--- src/rtl/psum_adder_core.sv ---
// psum_adder_core: 3-stage binarized psum reducer (mask/register, adder tree, accumulate+emit).
// Define PSUM_ADDER_KMASK_EN to zero lanes >= kernel_size^2; otherwise kernel_size is ignored.
module psum_adder_core #(
  parameter int PSUM_IN_WIDTH          = 1536,
  parameter int OFMAPS_BRAM_ADDR_WIDTH = 12
) (
  input  logic                              clk,
  input  logic                              rst_n,
  input  logic [7:0]                        in_channel,
  input  logic [2:0]                        kernel_size,
  input  logic                              layer_finish,
  input  logic [PSUM_IN_WIDTH-1:0]          psum_in,
  input  logic [OFMAPS_BRAM_ADDR_WIDTH-1:0] address_in,
  input  logic                              i_valid,
  output logic                              o_valid,
  output logic                              o_data,
  output logic [OFMAPS_BRAM_ADDR_WIDTH-1:0] address_out,
  output logic                              o_last
);
  localparam int L  = PSUM_IN_WIDTH / 6;
  localparam int SW = 14;
  localparam int AW = 22;
  logic [PSUM_IN_WIDTH-1:0]          masked_d;
  logic [PSUM_IN_WIDTH-1:0]          psum_q;
  logic [OFMAPS_BRAM_ADDR_WIDTH-1:0] addr1_q, addr2_q;
  logic                              v1_q, v2_q;
  logic signed [SW-1:0]              sum_d, sum_q;
  logic signed [AW-1:0]              acc_d, acc_q;
  logic [7:0]                        cnt_q;
  logic [8:0]                        cnt_d, ic_d;
  logic                              done_d, last_q;
`ifdef PSUM_ADDER_KMASK_EN
  logic [5:0] k_sq;
  assign k_sq = {3'b0, kernel_size} * {3'b0, kernel_size};
  for (genvar i = 0; i < L; i++) begin : g_mask
    assign masked_d[6*i +: 6] = (kernel_size == 3'd0 || i < int'(k_sq)) ? psum_in[6*i +: 6] : 6'd0;
  end
  if (PSUM_IN_WIDTH > 6*L) begin : g_pad
    assign masked_d[PSUM_IN_WIDTH-1:6*L] = '0;
  end
`else
  logic unused_ksize;
  assign unused_ksize = ^kernel_size;
  assign masked_d = psum_in;
`endif
  always_ff @(posedge clk or negedge rst_n) begin
    if (!rst_n) begin
      v1_q    <= 1'b0;
      psum_q  <= '0;
      addr1_q <= '0;
    end else begin
      v1_q <= i_valid;
      if (i_valid) begin
        psum_q  <= masked_d;
        addr1_q <= address_in;
      end
    end
  end
  // every lane is sign-extended to the full tree width; 256 x -32 still fits in 14 bits
  always_comb begin
    sum_d = '0;
    for (int i = 0; i < L; i++) sum_d = sum_d + SW'(signed'(psum_q[6*i +: 6]));
  end
  always_ff @(posedge clk or negedge rst_n) begin
    if (!rst_n) begin
      v2_q    <= 1'b0;
      sum_q   <= '0;
      addr2_q <= '0;
    end else begin
      v2_q <= v1_q;
      if (v1_q) begin
        sum_q   <= sum_d;
        addr2_q <= addr1_q;
      end
    end
  end
  assign acc_d  = acc_q + AW'(sum_q);
  assign cnt_d  = {1'b0, cnt_q} + 9'd1;
  assign ic_d   = (in_channel == 8'd0) ? 9'd1 : {1'b0, in_channel};
  assign done_d = v2_q && cnt_d >= ic_d;
  // a layer_finish arriving with an emission is kept for the next pixel
  always_ff @(posedge clk or negedge rst_n) begin
    if (!rst_n) begin
      acc_q       <= '0;
      cnt_q       <= '0;
      last_q      <= 1'b0;
      o_valid     <= 1'b0;
      o_data      <= 1'b0;
      o_last      <= 1'b0;
      address_out <= '0;
    end else begin
      o_valid <= done_d;
      o_last  <= done_d & last_q;
      if (done_d) begin
        o_data      <= ~acc_d[AW-1];
        address_out <= addr2_q;
        acc_q       <= '0;
        cnt_q       <= '0;
        last_q      <= layer_finish;
      end else begin
        if (v2_q) begin
          acc_q <= acc_d;
          cnt_q <= cnt_d[7:0];
        end
        last_q <= last_q | layer_finish;
      end
    end
  end
endmodule

--- config.mk ---
export PLATFORM = sky130hd
export DESIGN_NAME = psum_adder_core
export DESIGN_NICKNAME = d
export VERILOG_FILES = /design/src/rtl/psum_adder_core.sv
export SDC_FILE = /design/constraint.sdc
export NUM_CORES = 2
export LEC_CHECK = 0
export BUFFER_PORTS_ARGS = -buffer_cell sky130_fd_sc_hd__buf_2
export CAP_MARGIN = 0
export CORE_AREA = 2 2 619 621
export CTS_BUF_LIST = sky130_fd_sc_hd__clkbuf_16
export CTS_CLUSTER_DIAMETER = 100
export DETAILED_ROUTE_END_ITERATION = 7
export DIE_AREA = 0 0 621 623
export GPL_ROUTABILITY_DRIVEN = 0
export GPL_TIMING_DRIVEN = 0
export HOLD_SLACK_MARGIN = 0.12
export SLEW_MARGIN = 10
export SYNTH_ARGS = -nofsm -noshare
export SYNTH_HDL_FRONTEND = slang
export SYNTH_SLANG_ARGS = --single-unit
--- constraint.sdc ---
create_clock -name clk -period 11.5 [get_ports clk]
set_input_delay 1.15 -clock clk [delete_from_list [all_inputs] [get_ports clk]]
set_output_delay 1.15 -clock clk [all_outputs]
set_load 0.1 [all_outputs]
==> impl_metrics.env <==
export IMPL_worst_pin_slew_ns=1.24
export IMPL_syn_avg_cell_area_um2=12.1
export IMPL_path_max_fanout=3
export IMPL_synth_top_area_share_pct=38.2
export IMPL_max_freq_ghz=0.0955
export IMPL_drcViolationCount=0
export IMPL_first_pass_iters=5
export IMPL_max_stage_delay_ns=0.64
export IMPL_drt_total_wl_um=399000
export IMPL_syn_inst=8815
export IMPL_fp_dieW_um=621
export IMPL_ys_async_sr_fraction_pct=100
export IMPL_cts_root_buf="clkbuf_16"
export IMPL_ant_nets=0
export IMPL_report_final_slew_viol_count=0
export IMPL_clock_latency_ns=0.92
export IMPL_synth_cell_types=56
export IMPL_hold_class="in2async"
export IMPL_timing_setup_tns_ns=0
export IMPL_cts_hold_buf=0
export IMPL_met1_length_um=154000
export IMPL_crit_top_cell="fa_1"
export IMPL_crit_type="reg2reg"
export IMPL_post_dp_hpwl_um=346000
export IMPL_antenna_found_initial=300
export IMPL_wl_per_cell_um=24.9
export IMPL_cap_violations=0
export IMPL_r2r_start="psum_q[687]"
export IMPL_skew_ns=0.130
export IMPL_crit_path_end_kind="register"
export IMPL_syn_area_mm2=0.106
export IMPL_die_h_um=623
export IMPL_period_share_pct=91.0
export IMPL_drive_gt1_share_pct=26.0
export IMPL_clkTransAtPathRegs_ns=0.06
export IMPL_area_growth_pct=20.2
export IMPL_max_slew_margin_pct=17.6
export IMPL_num_vias=68771
export IMPL_rsz0062_at_grt="no"
export IMPL_cts_buffers_inserted=198
export IMPL_startpoint="psum_q[687]"
export IMPL_met2RoutedLength_um=197000
export IMPL_fp_dieArea_mm2=0.387
export IMPL_rows=227
export IMPL_status="completed"
export IMPL_ys_top_cells_by_area="dfrtp_1, fa_1, mux2_2"
export IMPL_grt_pass1_wl_um=559000
export IMPL_final_nets=14115
export IMPL_cp_required_ns=12.20
export IMPL_ys_seq_area_share_pct=38.2
export IMPL_finalSetupViolations=0
export IMPL_clock_path_buffers=4
export IMPL_wl_met3_um=24700
export IMPL_dr_max_layer_used="met5"
export IMPL_syn_nets=12329
export IMPL_cts_tree="done"
export IMPL_grt_pass1_vias=75698
export IMPL_htreeDepth=4
export IMPL_place_port_buffers=1574
export IMPL_viasPerCell=4.30
export IMPL_cp_start_kind="register"
export IMPL_synth_seq_cells=1622
export IMPL_ys_warn_count=0
export IMPL_num_io_pins=1578
export IMPL_synthFlopType="dfrtp_1"
export IMPL_grt_usage_pct=20.6
export IMPL_cts_repair_resized=0
export IMPL_yosysTopAreaCell="dfrtp_1"
export IMPL_final_hold_violation_count=0
export IMPL_layout_min_cycle_time_ns=10.47
export IMPL_dp_slack_ns=1.06
export IMPL_grt_max_degree=146
export IMPL_grt_overflow=0
export IMPL_synth_edf_count=0
export IMPL_cp_slowest_cell="fa_1"
export IMPL_crit_arrival_ns=11.16
export IMPL_drt_iter0_markers=4175
export IMPL_timing_final_ws_setup_ns=1.03
export IMPL_core_area_mm2=0.381
export IMPL_post_route_util_pct=33.6
export IMPL_start_util_pct=27.9
export IMPL_cts_setup_buffers=0
export IMPL_clock_sinks=1622
## sequential cells by signal, summed over array words and instances, names as in the netlist
signal / count
sum_q: 14
v1_q: 1
o_valid: 1
o_last: 1
acc_q: 22
cnt_q: 8
v2_q: 1
addr1_q: 12
psum_q: 1536
addr2_q: 12
address_out: 12
last_q: 1
o_data: 1
## worst max-delay path: cells and delay by family, from the launching register on
kind | cells | cell delay, ns
adders and majority gates | 15 | 7.68
AOI/OAI and AO/OA | 6 | 1.37
buffers and inverters | 11 | 0.68
DFF | 1 | 0.41
and+or+nand+nor | 2 | 0.17
## layout make-up
| class | instances | area (um^2) |
|---|---|---|
| Fill cell | 38555 | 253000 |
| Sequential cell | 1622 | 40600 |
| Tap cell | 5038 | 6300 |
| Timing Repair Buffer | 1586 | 8220 |
| Clock buffer | 200 | 5000 |
| Buffer | 258 | 986 |
| Antenna cell | 199 | 498 |
| Inverter | 2463 | 9250 |
| Clock inverter | 162 | 1450 |
| Multi-Input combinational cell | 4472 | 55400 |
## path summary, 6_finish.rpt
| path | end | slack [ns] | depth (start not counted) |
|---|---|---|---|
| worst max-delay path | sum_q[11] | 1.03 | 34 |
| max in group asynchronous | psum_q[732] | 8.34 | 5 |
| worst min register to register | v2_q | 0.38 | 0 |
| worst min-delay path | psum_q[1350] | 0.24 | 1 |
| worst max register to register | sum_q[11] | 1.03 | 34 |
| min in group clk | v2_q | 0.38 | 0 |
## per-stage QoR
| stage | hold slack (ns) | instance area, um^2 | std cells |
|---|---|---|---|
| finish | 0.244 | 128000 | 16000 |
| global route | 0.248 | 128000 | 15953 |
| CTS | 0.194 | 127000 | 15801 |
| detailed placement | 0.368 | 121000 | 15439 |
| global placement | 0.371 | 120000 | 15427 |
| floorplan | 0.352 | 106000 | 8815 |
## metal layers
metal / GRT usage, % / up-vias
met5: 0 / -
met4: 10.3 / 128
met3: 4.49 / 825
met2: 34.9 / 2113
met1: 24.7 / 35737
li1: - / 29968
## synth_stat cells, types with 2 or more instances
cell type and n:
a2111oi_0 2, a211o_1 2, a211oi_1 2, a21boi_0 2
a21o_1 23, a21oi_1 21, a22o_1 8, a31oi_1 3
and2_1 3, and3_1 5, buf_1 4, clkbuf_1 253
dfrtp_1 1622, fa_1 1746, ha_1 205, inv_1 2462
mux2_2 910, mux2i_1 2, nand2_1 699, nand2b_1 8
nand3_1 8, nand3b_1 5, nor2_1 20, nor2b_1 4
nor3_1 13, nor3b_1 5, o211ai_1 3, o21a_1 6
o21ai_0 692, o21bai_1 2, o2bb2ai_1 8, o31ai_1 3
xnor2_1 32, xor2_1 10
## cell families after synthesis
family                   count (synthesis)  synth area share [%]
multiplexers                           912                  9.67
buffers and inverters                 2721                  9.62
AO/OA/AOI/OAI                          790                  3.96
AND/OR/NAND/NOR                        777                  2.88
XOR/XNOR                                42                 0.346
flip-flops                            1622                  38.2
adder cells (fa/ha/maj)               1951                  35.3
## layout by cell type, fill, tap and decap left out, types with 45 or more instances in the layout
cell type	instances
buf_2	1574
clkbuf_1	246
clkbuf_16	200
clkinv_1	45
dfrtp_1	1622
diode_2	199
fa_1	1746
ha_1	205
inv_1	2495
mux2_2	910
nand2_1	699
o21ai_0	692
Power is left out: the tool's default activity adds up to more than one toggle a clock period on the data nets, which glitch-free logic cannot reach.
